### config.mk
export PLATFORM = sky130hd
export DESIGN_NAME = toom8_pointwise_sched_flat
export DESIGN_NICKNAME = d
export VERILOG_FILES = /design/src/rtl/toom8_pointwise_sched_if.sv /design/src/rtl/toom8_pointwise_sched.sv /design/src/flat_wrapper.sv
export SDC_FILE = /design/constraint.sdc
export NUM_CORES = 1
export LEC_CHECK = 0
export BUFFER_PORTS_ARGS = -buffer_cell sky130_fd_sc_hd__buf_2
export CORE_MARGIN = 5
export CORE_UTILIZATION = 40
export DETAILED_ROUTE_END_ITERATION = 8
export PLACE_DENSITY = 0.61
export SETUP_SLACK_MARGIN = 0.2
export SYNTH_ARGS = -nofsm -noshare
export SYNTH_HDL_FRONTEND = slang
export SYNTH_SLANG_ARGS = --single-unit
### constraint.sdc
create_clock -name clk -period 4.8 [get_ports clk]
set_clock_uncertainty 0.1 [all_clocks]
set_input_delay 0.96 -clock clk [delete_from_list [all_inputs] [get_ports clk]]
set_output_delay 0.96 -clock clk [all_outputs]
set_load 0.02 [all_outputs]
### src/rtl/toom8_pointwise_sched_if.sv
// Handshake bundle between the Toom-8 pointwise scheduler and its environment.
// TOOM8_SCHED_PERF_EN adds the cycle_cnt performance counter to the bundle.
interface toom8_pointwise_sched_if #(
  parameter int IDX_W = 4
);
  // mul_issue is the valid for mul_idx and is raised only while mul_ready is
  // high, so a pair transfers in exactly the cycle where both are 1; wr_en is
  // a pure strobe with no back-pressure from the product bank.
  logic             start;
  logic             abort;
  logic             mul_ready;
  logic             mul_issue;
  logic [IDX_W-1:0] mul_idx;
  logic             wr_en;
  logic [IDX_W-1:0] wr_idx;
  logic             busy;
  logic             done;
  logic             aborted;
  logic [1:0]       state_dbg;
`ifdef TOOM8_SCHED_PERF_EN
  logic [15:0]      cycle_cnt;
`endif

  modport master (
    output start,
    output abort,
    output mul_ready,
    input  mul_issue,
    input  mul_idx,
    input  wr_en,
    input  wr_idx,
    input  busy,
    input  done,
    input  aborted,
    input  state_dbg
`ifdef TOOM8_SCHED_PERF_EN
    , input cycle_cnt
`endif
  );

  modport slave (
    input  start,
    input  abort,
    input  mul_ready,
    output mul_issue,
    output mul_idx,
    output wr_en,
    output wr_idx,
    output busy,
    output done,
    output aborted,
    output state_dbg
`ifdef TOOM8_SCHED_PERF_EN
    , output cycle_cnt
`endif
  );
endinterface

### src/rtl/toom8_pointwise_sched.sv
// Sequences the 15 Toom-8 pointwise products through one shared pipelined multiplier.
// Optional macro TOOM8_SCHED_PERF_EN adds a saturating busy-cycle counter (cycle_cnt).
module toom8_pointwise_sched #(
  parameter int NUM_PTS = 15,
  parameter int IDX_W   = 4,
  parameter int MUL_LAT = 4
) (
  input  logic                   clk,
  input  logic                   rst,
  toom8_pointwise_sched_if.slave bus
);

  typedef enum logic [1:0] {
    S_IDLE  = 2'd0,
    S_ISSUE = 2'd1,
    S_DRAIN = 2'd2,
    S_DONE  = 2'd3
  } state_t;

  state_t           state_q, state_d;
  logic [IDX_W-1:0] issue_cnt_q;
  logic [IDX_W:0]   retire_cnt_q;
  logic             aborted_q;
  logic [MUL_LAT-1:0] sr_vld_q;
  logic [IDX_W-1:0]   sr_idx_q [MUL_LAT];

  logic in_pass;
  logic issue;
  logic start_acc;
  logic abort_act;
  logic last_issue;
  logic retire;
  logic last_retire;

  assign in_pass     = (state_q == S_ISSUE) || (state_q == S_DRAIN);
  assign issue       = (state_q == S_ISSUE) && bus.mul_ready && !bus.abort;
  assign start_acc   = (state_q == S_IDLE) && bus.start && !bus.abort;
  assign abort_act   = in_pass && bus.abort;
  assign last_issue  = issue && (issue_cnt_q == IDX_W'(NUM_PTS - 1));
  assign retire      = sr_vld_q[MUL_LAT-1];
  assign last_retire = retire && (retire_cnt_q == (IDX_W+1)'(NUM_PTS - 1));

  always_comb begin
    state_d = state_q;
    case (state_q)
      S_IDLE:  if (start_acc) state_d = S_ISSUE;
      S_ISSUE: begin
        if (bus.abort)       state_d = S_IDLE;
        else if (last_issue) state_d = S_DRAIN;
      end
      S_DRAIN: begin
        if (bus.abort)        state_d = S_IDLE;
        else if (last_retire) state_d = S_DONE;
      end
      S_DONE:  state_d = S_IDLE;
      default: state_d = S_IDLE;
    endcase
  end

  always_ff @(posedge clk or posedge rst) begin
    if (rst) begin
      state_q      <= S_IDLE;
      issue_cnt_q  <= '0;
      retire_cnt_q <= '0;
      aborted_q    <= 1'b0;
      sr_vld_q     <= '0;
      for (int i = 0; i < MUL_LAT; i++) sr_idx_q[i] <= '0;
    end else begin
      state_q   <= state_d;
      aborted_q <= abort_act;
      if (start_acc || abort_act) begin
        issue_cnt_q  <= '0;
        retire_cnt_q <= '0;
      end else begin
        if (issue)  issue_cnt_q  <= issue_cnt_q + IDX_W'(1);
        if (retire) retire_cnt_q <= retire_cnt_q + (IDX_W+1)'(1);
      end
      // The in-flight line never stalls: the multiplier has a fixed latency.
      if (abort_act) begin
        sr_vld_q <= '0;
        for (int i = 0; i < MUL_LAT; i++) sr_idx_q[i] <= '0;
      end else begin
        sr_vld_q[0] <= issue;
        sr_idx_q[0] <= issue_cnt_q;
        for (int i = 1; i < MUL_LAT; i++) begin
          sr_vld_q[i] <= sr_vld_q[i-1];
          sr_idx_q[i] <= sr_idx_q[i-1];
        end
      end
    end
  end

`ifdef TOOM8_SCHED_PERF_EN
  logic [15:0] cycle_cnt_q;

  always_ff @(posedge clk or posedge rst) begin
    if (rst) begin
      cycle_cnt_q <= '0;
    end else if (start_acc) begin
      cycle_cnt_q <= '0;
    end else if (in_pass && (cycle_cnt_q != 16'hFFFF)) begin
      cycle_cnt_q <= cycle_cnt_q + 16'd1;
    end
  end

  assign bus.cycle_cnt = cycle_cnt_q;
`endif

  assign bus.mul_issue = issue;
  assign bus.mul_idx   = (state_q == S_ISSUE) ? issue_cnt_q : '0;
  assign bus.wr_en     = sr_vld_q[MUL_LAT-1];
  assign bus.wr_idx    = sr_idx_q[MUL_LAT-1];
  assign bus.busy      = in_pass;
  assign bus.done      = (state_q == S_DONE);
  assign bus.aborted   = aborted_q;
  assign bus.state_dbg = state_q;

endmodule

### src/flat_wrapper.sv
// flat-port wrapper written by rule: the top's interface ports become plain ports
module toom8_pointwise_sched_flat 
#(
  parameter int NUM_PTS = 15,
  parameter int IDX_W   = 4,
  parameter int MUL_LAT = 4
)
  (clk, rst, bus_start, bus_abort, bus_mul_ready, bus_mul_issue, bus_mul_idx, bus_wr_en, bus_wr_idx, bus_busy, bus_done, bus_aborted, bus_state_dbg);
  toom8_pointwise_sched_if #(.IDX_W(IDX_W)) bus_i ();
  input  logic clk;
  input  logic rst;
  input wire logic [$bits(bus_i.start)-1:0] bus_start;
  input wire logic [$bits(bus_i.abort)-1:0] bus_abort;
  input wire logic [$bits(bus_i.mul_ready)-1:0] bus_mul_ready;
  output wire logic [$bits(bus_i.mul_issue)-1:0] bus_mul_issue;
  output wire logic [$bits(bus_i.mul_idx)-1:0] bus_mul_idx;
  output wire logic [$bits(bus_i.wr_en)-1:0] bus_wr_en;
  output wire logic [$bits(bus_i.wr_idx)-1:0] bus_wr_idx;
  output wire logic [$bits(bus_i.busy)-1:0] bus_busy;
  output wire logic [$bits(bus_i.done)-1:0] bus_done;
  output wire logic [$bits(bus_i.aborted)-1:0] bus_aborted;
  output wire logic [$bits(bus_i.state_dbg)-1:0] bus_state_dbg;
  assign bus_i.start = bus_start;
  assign bus_i.abort = bus_abort;
  assign bus_i.mul_ready = bus_mul_ready;
  assign bus_mul_issue = bus_i.mul_issue;
  assign bus_mul_idx = bus_i.mul_idx;
  assign bus_wr_en = bus_i.wr_en;
  assign bus_wr_idx = bus_i.wr_idx;
  assign bus_busy = bus_i.busy;
  assign bus_done = bus_i.done;
  assign bus_aborted = bus_i.aborted;
  assign bus_state_dbg = bus_i.state_dbg;
  toom8_pointwise_sched #(.NUM_PTS(NUM_PTS), .IDX_W(IDX_W), .MUL_LAT(MUL_LAT)) u_core (.clk(clk), .rst(rst), .bus(bus_i));
endmodule
==> results of run 1 <==
[sequential cells by signal, indices dropped and copies added, names as in the netlist]
| name | cells |
|---|---|
| u_core.issue_cnt_q | 4 |
| u_core.sr_vld_q | 4 |
| u_core.bus.wr_idx | 4 |
| u_core.sr_idx_q | 12 |
| u_core.bus.aborted | 1 |
| u_core.bus.state_dbg | 2 |
| u_core.retire_cnt_q | 5 |
[per-stage QoR]
stage	hold WS, ns	cell area, um2	power [W]
after floorplan	0.3277	1391	0.0005351
after global placement	0.3298	1496	0.0005818
after detailed placement	0.3340	1496	0.0005950
after CTS	0.3555	1573	0.0007932
after global routing	0.3677	1573	0.0008405
final	0.3482	1573	0.0007807
[kinds of logic (layout without fill, tap and decap cells)]
logic type | count (synthesis) | count (layout) | share of synthesized area
fa+ha+maj | 9 | 9 | 0.08094
compound gates | 7 | 7 | 0.03597
flops | 32 | 32 | 0.5755
simple gates | 47 | 47 | 0.1951
mux | 1 | 1 | 0.007195
xor+xnor | 7 | 7 | 0.04407
buf+inv | 16 | 36 | 0.06114
[layer usage]
metal | track usage | vias up | part of all wire
met3 | 0.03890 | 4 | 0.053
met1 | 0.1205 | 399 | 0.47
met5 | 0 | - | 0
li1 | - | 407 | -
met2 | 0.1798 | 20 | 0.46
met4 | 0.05839 | 0 | 0.016
[power by group]
group / internal [W] / total, W / switching (W)
sequential: 0.000319 / 0.000353 / 0.0000343
combinational: 0.0000835 / 0.000233 / 0.000149
clock: 0.000109 / 0.000195 / 0.0000856
[final cells by class]
type / count / area share
Sequential cell: 32 / 0.5091
Multi-Input combinational cell: 71 / 0.3214
Timing Repair Buffer: 20 / 0.06523
Tap cell: 46 / 0.03660
Clock buffer: 6 / 0.02625
Clock inverter: 2 / 0.02228
Inverter: 8 / 0.01909
[cells in the mapped netlist (2+ instances only)]
cell      instances
and2_1           18
and2_2            4
ha_1              9
a211oi_1          2
buf_4             4
o21ai_0           2
nand2_1           4
xor2_1            5
xnor2_1           2
inv_1             8
nand4_1           4
nor2_1           12
dfrtp_1          32
[worst reg2reg max path: stages (launching register included)]
cell and delay (ns):
dfrtp_1 0.41, inv_1 0.11, ha_1 0.32, nand2_1 0.40, o21ai_2 0.26, a211oi_1 0.28
[how the worst min path moves through the flow]
| stage | slack, ns | end |
|---|---|---|
| after floorplan | 0.33 | u_core.bus.wr_idx[0] |
| after global placement | 0.33 | u_core.sr_idx_q[11] |
| after CTS | 0.36 | u_core.sr_vld_q[1] |
| final | 0.35 | u_core.sr_vld_q[1] |
| after detailed placement | 0.33 | u_core.sr_idx_q[10] |
| after global routing | 0.37 | u_core.sr_idx_q[7] |
==> metrics.txt, run 1 <==
status finished clean; sequential share of the synthesized area 0.5755; clk sinks 32; number of antenna cells inserted 0; worst stage delay on the critical path 0.42 ns; hold depth 1; pre-CTS WS 2.078 ns; wire length of the first global-routing pass 3.732 mm; syn_nets roughly 130; Worst Path Required 3.74 ns; worst endpoint data arrival time 1.68 ns; hold path startpoint u_core.sr_vld_q[0]; fmax 0.3648 GHz; initial antenna violation count 0; FF/Latch Area 800.8 um2; Root Buffer clkbuf_4; gpl congestion 0.8513; Final ANT Viol Nets 0; Tmin final 2.741 ns; VDD IR-drop max 0.2736 mV; commonest non-fill, non-tap cell in the layout dfrtp_1; Ys Warns 0; slew margin rel. 0.6578; fin crit share 0.5711; CTS resizes 0; Crit path max-delay family flip-flops; Final Hold Viols 0; Cell Pwr Density roughly 500 mW/mm2; Area growth syn-to-layout 13.04%; commonest non-fill, non-tap cells in the layout dfrtp_1 (32), buf_2 (19), and2_1 (18); Post-synth top flop dfrtp_1; die width 68.98 um; worst r2r path cells 5; RSZ-0062 raised after global routing no; startpoint types register; Max-Cap Viols 0; share of cells above drive strength 1 0.2446; Gate Count Post-Synth 119; r2r setup slk 2.84 ns; Die ar. 0.004758 mm2; Setup WS post-layout about 2.1 ns; number of synthesized flops with an enable pin 0; WL final 2.153 mm; final setup fails 0; Critical Path Sink Type output port; TNS Setup 0 ns; Routed wire per std cell about 12 um; Worst-path clk slew around 0.090 ns; post-DP HPWL 1.475 mm; htree depth 2; Worst-Margin Slew slightly above 0.5 ns; count of different cell masters after synthesis 26; Num CTS Buffers 5; Slowest-stage cell, CP dfrtp_1; Site Rows 21; Total GRT Usage 0.1083; top post-synthesis cells by area dfrtp_1 (58%), and2_1 (8.1%), ha_1 (8.1%); cts hold-fix bufs 0; worst r2r src u_core.bus.state_dbg[0]; Min-Delay Path Class reg2reg; Initial Util 0.4137; Post-CTS Setup Bufs 0; Core ar. ~0.0034 mm2; Die Height 68.98 um; Residual DRC 0; P_leak 0.8511 nW; Placed Cells incl. Taps approximately 180; Cell Chain, Critical Path inv_1 -> ha_1 -> and3b_1 -> buf_2; grt total ovfl 0; DR iter-0 viols 22; Mapped Area 0.001391 mm2; Critical Path Source u_core.bus.state_dbg[1]; Crit Path Class reg2out; clk_lat worst skew about 0.32 ns; vias in the first global route 884; Non-Filler Instances 185; Final nets between 150 and 200; vias per inst about 4.5; Reg-to-Reg End u_core.retire_cnt_q[1]; fillcell total 330; FF+latch count, synth 32; total via count in the routed design 830; Max Slew Vio Count 0; CTS tree yes; Avg Inst Size Synth 11.69 um2; Yosys top cell by area dfrtp_1; Yosys top cell area share 0.5755; Pre-antenna DRT Iters 4; async set-or-reset flop fraction in the synthesized netlist 1.000; # IOs 20; multi-input logic area 505.5 um2; buffers added on ports 19; crit path buf inv count 2; Crit path depth 4; largest net degree at the start of global routing 33; final core occ 0.4676; Crit Path Max Fanout 8; Worst setup endpoint bus_mul_issue; Clock Path Buffers 2
No activity file was read; power rests on OpenSTA's default activity.
==> run 2, diff against run 1 <==
--- a/config.mk
+++ b/config.mk
@@ -5,11 +5,12 @@
 export SDC_FILE = /design/constraint.sdc
 export NUM_CORES = 1
 export LEC_CHECK = 0
+export ABC_AREA = 1
 export BUFFER_PORTS_ARGS = -buffer_cell sky130_fd_sc_hd__buf_2
 export CORE_MARGIN = 5
 export CORE_UTILIZATION = 40
 export DETAILED_ROUTE_END_ITERATION = 8
-export PLACE_DENSITY = 0.61
+export PLACE_DENSITY = 0.63
 export SETUP_SLACK_MARGIN = 0.2
 export SYNTH_ARGS = -nofsm -noshare
 export SYNTH_HDL_FRONTEND = slang
==> constraint.sdc (replaced) <==
create_clock -name clk -period 2.4 [get_ports clk]
set_clock_uncertainty 0.1 [all_clocks]
set_input_delay 0.48 -clock clk [delete_from_list [all_inputs] [get_ports clk]]
set_output_delay 0.48 -clock clk [all_outputs]
set_load 0.02 [all_outputs]
==> metrics.txt, run 2 <==
worst stage delay on the critical path 0.43 ns; total via count in the routed design 1063; Yosys top cell area share 0.5461; wire length of the first global-routing pass about 4.7 mm; Setup WS post-layout 0.3266 ns; FF+latch count, synth 32; P_leak 0.9147 nW; number of synthesized flops with an enable pin 0; Min-Delay Path Class in2async; Post-synth top cells inv_1 (33), dfrtp_1 (32), nand2_1 (25), nor2_1 (25), ha_1 (9); Max-Cap Viols 0; fillcell total 346; Site Rows 22; Residual DRC 0; DR iter-0 viols 74; share of cells above drive strength 1 0.1989; Max Slew Vio Count 0; total design power 0.001846 W; placed cell areas 0.001584 mm2; largest net degree at the start of global routing 33; count leader, synth inv_1; top post-synthesis cells by area dfrtp_1 (55%), inv_1 (8.4%), ha_1 (7.7%); Worst-Margin Slew 0.6182 ns; Root Buffer clkbuf_8; sequential share of power 0.391; worst endpoint data arrival time 1.49 ns; fin crit share 0.8639; Yosys top cell by area dfrtp_1; Routed wire per std cell 10.97 um; vias per inst 4.543; Core ar. between 0.003 and 0.004 mm2; worst r2r src u_core.bus.state_dbg[0]; Crit Path Class reg2out; Crit path max-delay family flip-flops; # IOs 20; Reg-to-Reg End u_core.issue_cnt_q[1]; initial antenna violation count 0; clk sinks 32; status finished clean; Mapped Area 0.001466 mm2; Die ar. 0.004977 mm2; Internal Power between 0.001 and 0.0015 W; Area growth syn-to-layout 16.04%; Worst-path clk slew ~0.060 ns; Pre-antenna DRT Iters 4; grt total ovfl 0; Critical Path Sink Type output port; fmax 0.4823 GHz; WL final 2.567 mm; cts hold-fix bufs 0; VDD IR-drop max 0.5881 mV; Final ANT Viol Nets 0; syn_nets approximately 180; worst r2r path cells 7; buffers added on ports 19; commonest non-fill, non-tap cell in the layout inv_1; die width 70.55 um; CTS tree yes; Cell Pwr Density 1085 mW/mm2; Clock Path Buffers 2; htree depth 2; RSZ-0062 raised after global routing no; post-DP HPWL 1.759 mm; async set-or-reset flop fraction in the synthesized netlist 1.000; Total GRT Usage 0.1188; Largest regs u_core.sr_idx_q x12, u_core.retire_cnt_q x5; Gate Count Post-Synth approximately 160; clk_lat worst skew approximately 0.28 ns; Non-Filler Instances between 200 and 250; Final Cell Area between 0.0015 and 0.002 mm2; startpoint types register; Most flops, register u_core.sr_idx_q; Ys Warns 0; Net Sw Power 0.0006933 W; Post-synth top flop dfrtp_1; gpl congestion 0.8618; pre-CTS WS around 0.53 ns; crit path buf inv count 2; Worst Path Required roughly 1.8 ns; vias in the first global route 1070; Num CTS Buffers 5; Slowest-stage cell, CP dfrtp_1; number of antenna cells inserted 0; Cell Chain, Critical Path inv_1 -> ha_2 -> nand2_2 -> nor2_4 -> buf_2; Crit Path Max Fanout 6; Final Hold Viols 0; sequential share of the synthesized area 0.5461; max FFs per register 12; Placed Cells incl. Taps between 200 and 250; Sw Share 0.3756; Tmin final 2.073 ns; r2r setup slk 0.69 ns; commonest non-fill, non-tap cells in the layout inv_1 (33), dfrtp_1 (32), nand2_1 (25), nor2_1 (25), buf_2 (19); slew margin rel. 0.5835; count of different cell masters after synthesis 20; Comb pwr share 0.338; Avg Inst Size Synth 8.996 um2; Die Height 70.55 um; Final nets between 150 and 200; TNS Setup 0 ns; part of the power in the clock network 0.271; final setup fails 0; Initial Util 0.4067
[run 2: changes by cell type after synthesis, moves of 5 or more]
cell / change
inv_1: +25
and2_1: -18
nand3_1: +5
a21oi_1: +5
nand2_1: +21
nor2_1: +13
[run 2: cell type report]
type	instances	area (um2)	share of cell area
inverters	35	131.4	0.07721
flip-flops and latches	32	800.8	0.4706
clock inverters	2	35.03	0.02059
well taps	48	60.06	0.03529
repair buffers	21	110.1	0.06471
multi-input cells	90	491.7	0.2890
clock buffers	6	72.57	0.04265
[run 2: cell families (layout without fill, tap and decap cells)]
kind of cell / count (synthesis) / in the layout / synth area share
XOR/XNOR: 1 / 1 / 0.005974
adder cells (fa/ha/maj): 9 / 9 / 0.07679
flip-flops: 32 / 32 / 0.5461
AND/OR/NAND/NOR: 66 / 66 / 0.1980
AO/OA/AOI/OAI: 14 / 14 / 0.05290
buffers and inverters: 41 / 64 / 0.1203
[run 2: worst register-to-register path, cell delays in order (launching register included)]
cell and delay [ns]:
dfrtp_1 0.41, inv_1 0.10, ha_1 0.32, nand2_1 0.09, inv_2 0.15, nor2_4 0.21, o21ai_0 0.12, a21oi_1 0.13
[run 2: per-layer routing]
layer | wire length (um) | GRT usage
met1 | 1071 | 0.1284
met2 | 1303 | 0.1954
met3 | 139 | 0.05540
met4 | 53 | 0.06054
met5 | 0 | 0
[run 2: power by group through the flow]
stage          Clock [W]  Sequential [W]  Combinational, W
6_report        0.000501        0.000721          0.000624
5_1_grt         0.000538        0.000736          0.000714
4_1_cts         0.000514        0.000719          0.000624
3_5_place_dp           0        0.000730          0.000620
3_3_place_gp           0        0.000723          0.000597
2_1_floorplan          0        0.000747          0.000464
[run 2: repair_timing]
item / in CTS / in global routing
setup endpoints to repair: 0 / 1
resized for setup: 0 / 1
buffers inserted: 0 / 1
[run 2: how the worst max path moves through the flow]
stage / slack [ns] / to / depth (start not counted) / from
detailed placement: 0.53 / bus_mul_issue / 5 / u_core.bus.state_dbg[1]
floorplan: 0.68 / bus_mul_issue / 4 / u_core.bus.state_dbg[1]
global route: 0.26 / bus_mul_issue / 5 / u_core.bus.state_dbg[1]
finish: 0.33 / bus_mul_issue / 5 / u_core.bus.state_dbg[1]
global placement: 0.61 / bus_mul_issue / 5 / u_core.bus.state_dbg[1]
CTS: 0.21 / bus_mul_issue / 5 / u_core.bus.state_dbg[1]
[run 2: metrics by stage]
step	utilization	hold WS (ns)
2_1_floorplan	-	0.3480
3_3_place_gp	0.4393	0.3499
3_5_place_dp	0.4393	0.3584
4_1_cts	0.4691	0.1746
5_1_grt	0.4719	0.2014
6_report	0.4719	0.1587
==> run 3, diff against run 2 <==
--- a/config.mk
+++ b/config.mk
@@ -11,6 +11,7 @@
 export CORE_UTILIZATION = 40
 export DETAILED_ROUTE_END_ITERATION = 8
 export PLACE_DENSITY = 0.63
+export REMOVE_ABC_BUFFERS = 1
 export SETUP_SLACK_MARGIN = 0.2
 export SYNTH_ARGS = -nofsm -noshare
 export SYNTH_HDL_FRONTEND = slang
==> metrics.txt, run 3 (synthesis gave the netlist of run 2 again) <==
Initial Util 0.4067; Final nets 198; worst endpoint data arrival time 1.49 ns; Total GRT Usage 0.1158; Crit Path Max Fanout 8; Sw Share 0.3783; gpl congestion 0.8397; die width 70.55 um; Final ANT Viol Nets 0; Most flops, register u_core.sr_idx_q; Num CTS Buffers 5; wire length of the first global-routing pass 4.588 mm; r2r setup slk 0.59 ns; Site Rows 22; Die ar. 0.004977 mm2; Cell Pwr Density roughly 1100 mW/mm2; worst stage delay on the critical path ~0.42 ns; Crit Path Class reg2out; Min-Delay Path Class in2async; max layer used met4; grt total ovfl 0; Crit path max-delay family flip-flops; clk sinks 32; Max-Cap Viols 0; initial antenna violation count 0; vias per inst 4.515; buffers added on ports 19; number of antenna cells inserted 0; sequential share of power 0.391; commonest non-fill, non-tap cell in the layout inv_1; clk_lat worst skew roughly 0.28 ns; # IOs 20; final core occ 0.4736; Residual DRC 0; Max Slew Vio Count 0; DRT met1 WL 1.096 mm; commonest non-fill, non-tap cells in the layout inv_1 (33), dfrtp_1 (32), nand2_1 (25), nor2_1 (25), buf_2 (19); Core ar. roughly 0.0036 mm2; total design power 0.001864 W; CTS resizes 0; Comb pwr share 0.340; Internal Power 0.001159 W; Worst-path clk slew 0.07 ns; WL final approximately 2.6 mm; part of the power in the clock network 0.270; TNS Setup 0 ns; Routed wire per std cell 11.08 um; Pre-antenna DRT Iters 4; fmax 0.4824 GHz; crit path buf inv count 2; cts hold-fix bufs 0; met2 wire len 1.292 mm; Die Height 70.55 um; DR iter-0 viols 70; post-DP HPWL 1.803 mm; final setup fails 0; fillcell total 339; largest net degree at the start of global routing 33; P_leak 0.9108 nW; Critical Path Sink Type output port; WHS 0.1766 ns; Root Buffer clkbuf_8; Area growth syn-to-layout 16.47%; Clock Path Buffers 2; startpoint types register; status finished clean; share of cells above drive strength 1 0.2000; Post-CTS Setup Bufs 0; fin crit share 0.8637; Slowest-stage cell, CP dfrtp_1; Tmin final 2.073 ns; Cell Chain, Critical Path inv_1 -> ha_4 -> nand2_2 -> nor2_4 -> buf_2; total via count in the routed design 1052; max FFs per register 12; Worst-Margin Slew 0.5793 ns; htree depth 2; Net Sw Power 0.0007051 W; RSZ-0062 raised after global routing no; slew margin rel. 0.6097; vias in the first global route about 1100; Largest regs u_core.sr_idx_q x12, u_core.retire_cnt_q x5; met3 wire len 152 um; CTS tree yes; Final Hold Viols 0; Worst Path Required ~1.8 ns; VDD IR-drop max 0.6545 mV
[run 3: metrics by stage]
stage                     instance area (um2)  std cells  setup slack [ns]
after global placement                   1584        225            0.6101
after global routing                     1708        233            0.2278
final                                    1708        233            0.3270
after detailed placement                 1584        225            0.5258
after CTS                                1695        233            0.2189
after floorplan                          1421        157            0.6244
[run 3: cell type report]
cell class                 count  area (um2)  share of cell area
clock inverter                 3       42.54             0.02491
clock buffer                   5       68.82             0.04029
timing repair buffer          20       102.6             0.06007
inverter                      35       131.4             0.07692
multi-input combinational     90       501.7              0.2938
sequential                    32       800.8              0.4689
tap                           48       60.06             0.03516
[run 3: worst reg2reg max path, stage by stage, from the launching register on]
cell and delay (ns):
dfrtp_1 0.47, inv_1 0.12, ha_1 0.34, nand2_1 0.09
inv_2 0.15, nor2_4 0.21, o21ai_0 0.13, o21ai_1 0.14
[run 3: worst paths after layout]
| kind | startpoint | to | cells after the start |
|---|---|---|---|
| max reg2reg | u_core.bus.state_dbg[0] | u_core.issue_cnt_q[3] | 7 |
| min in group clk | u_core.sr_idx_q[11] | u_core.sr_idx_q[7] | 2 |
| max in group asynchronous | rst | u_core.sr_vld_q[1] | 3 |
| min reg2reg | u_core.sr_idx_q[11] | u_core.sr_idx_q[7] | 2 |
| max | u_core.bus.state_dbg[1] | bus_mul_issue | 5 |
| min | rst | u_core.sr_idx_q[15] | 3 |
[run 3: layer usage]
| layer | track usage | vias up |
|---|---|---|
| met5 | 0 | - |
| met4 | 0.06263 | 0 |
| met3 | 0.03409 | 6 |
| met2 | 0.1985 | 33 |
| met1 | 0.1292 | 491 |
| li1 | - | 522 |
[run 3: power by group through the flow]
stage               logic (W)  registers [W]  clock network [W]
floorplan            0.000412       0.000761                  0
global placement     0.000590       0.000722                  0
detailed placement   0.000620       0.000732                  0
CTS                  0.000622       0.000724           0.000515
global route         0.000724       0.000744           0.000536
finish               0.000633       0.000728           0.000503
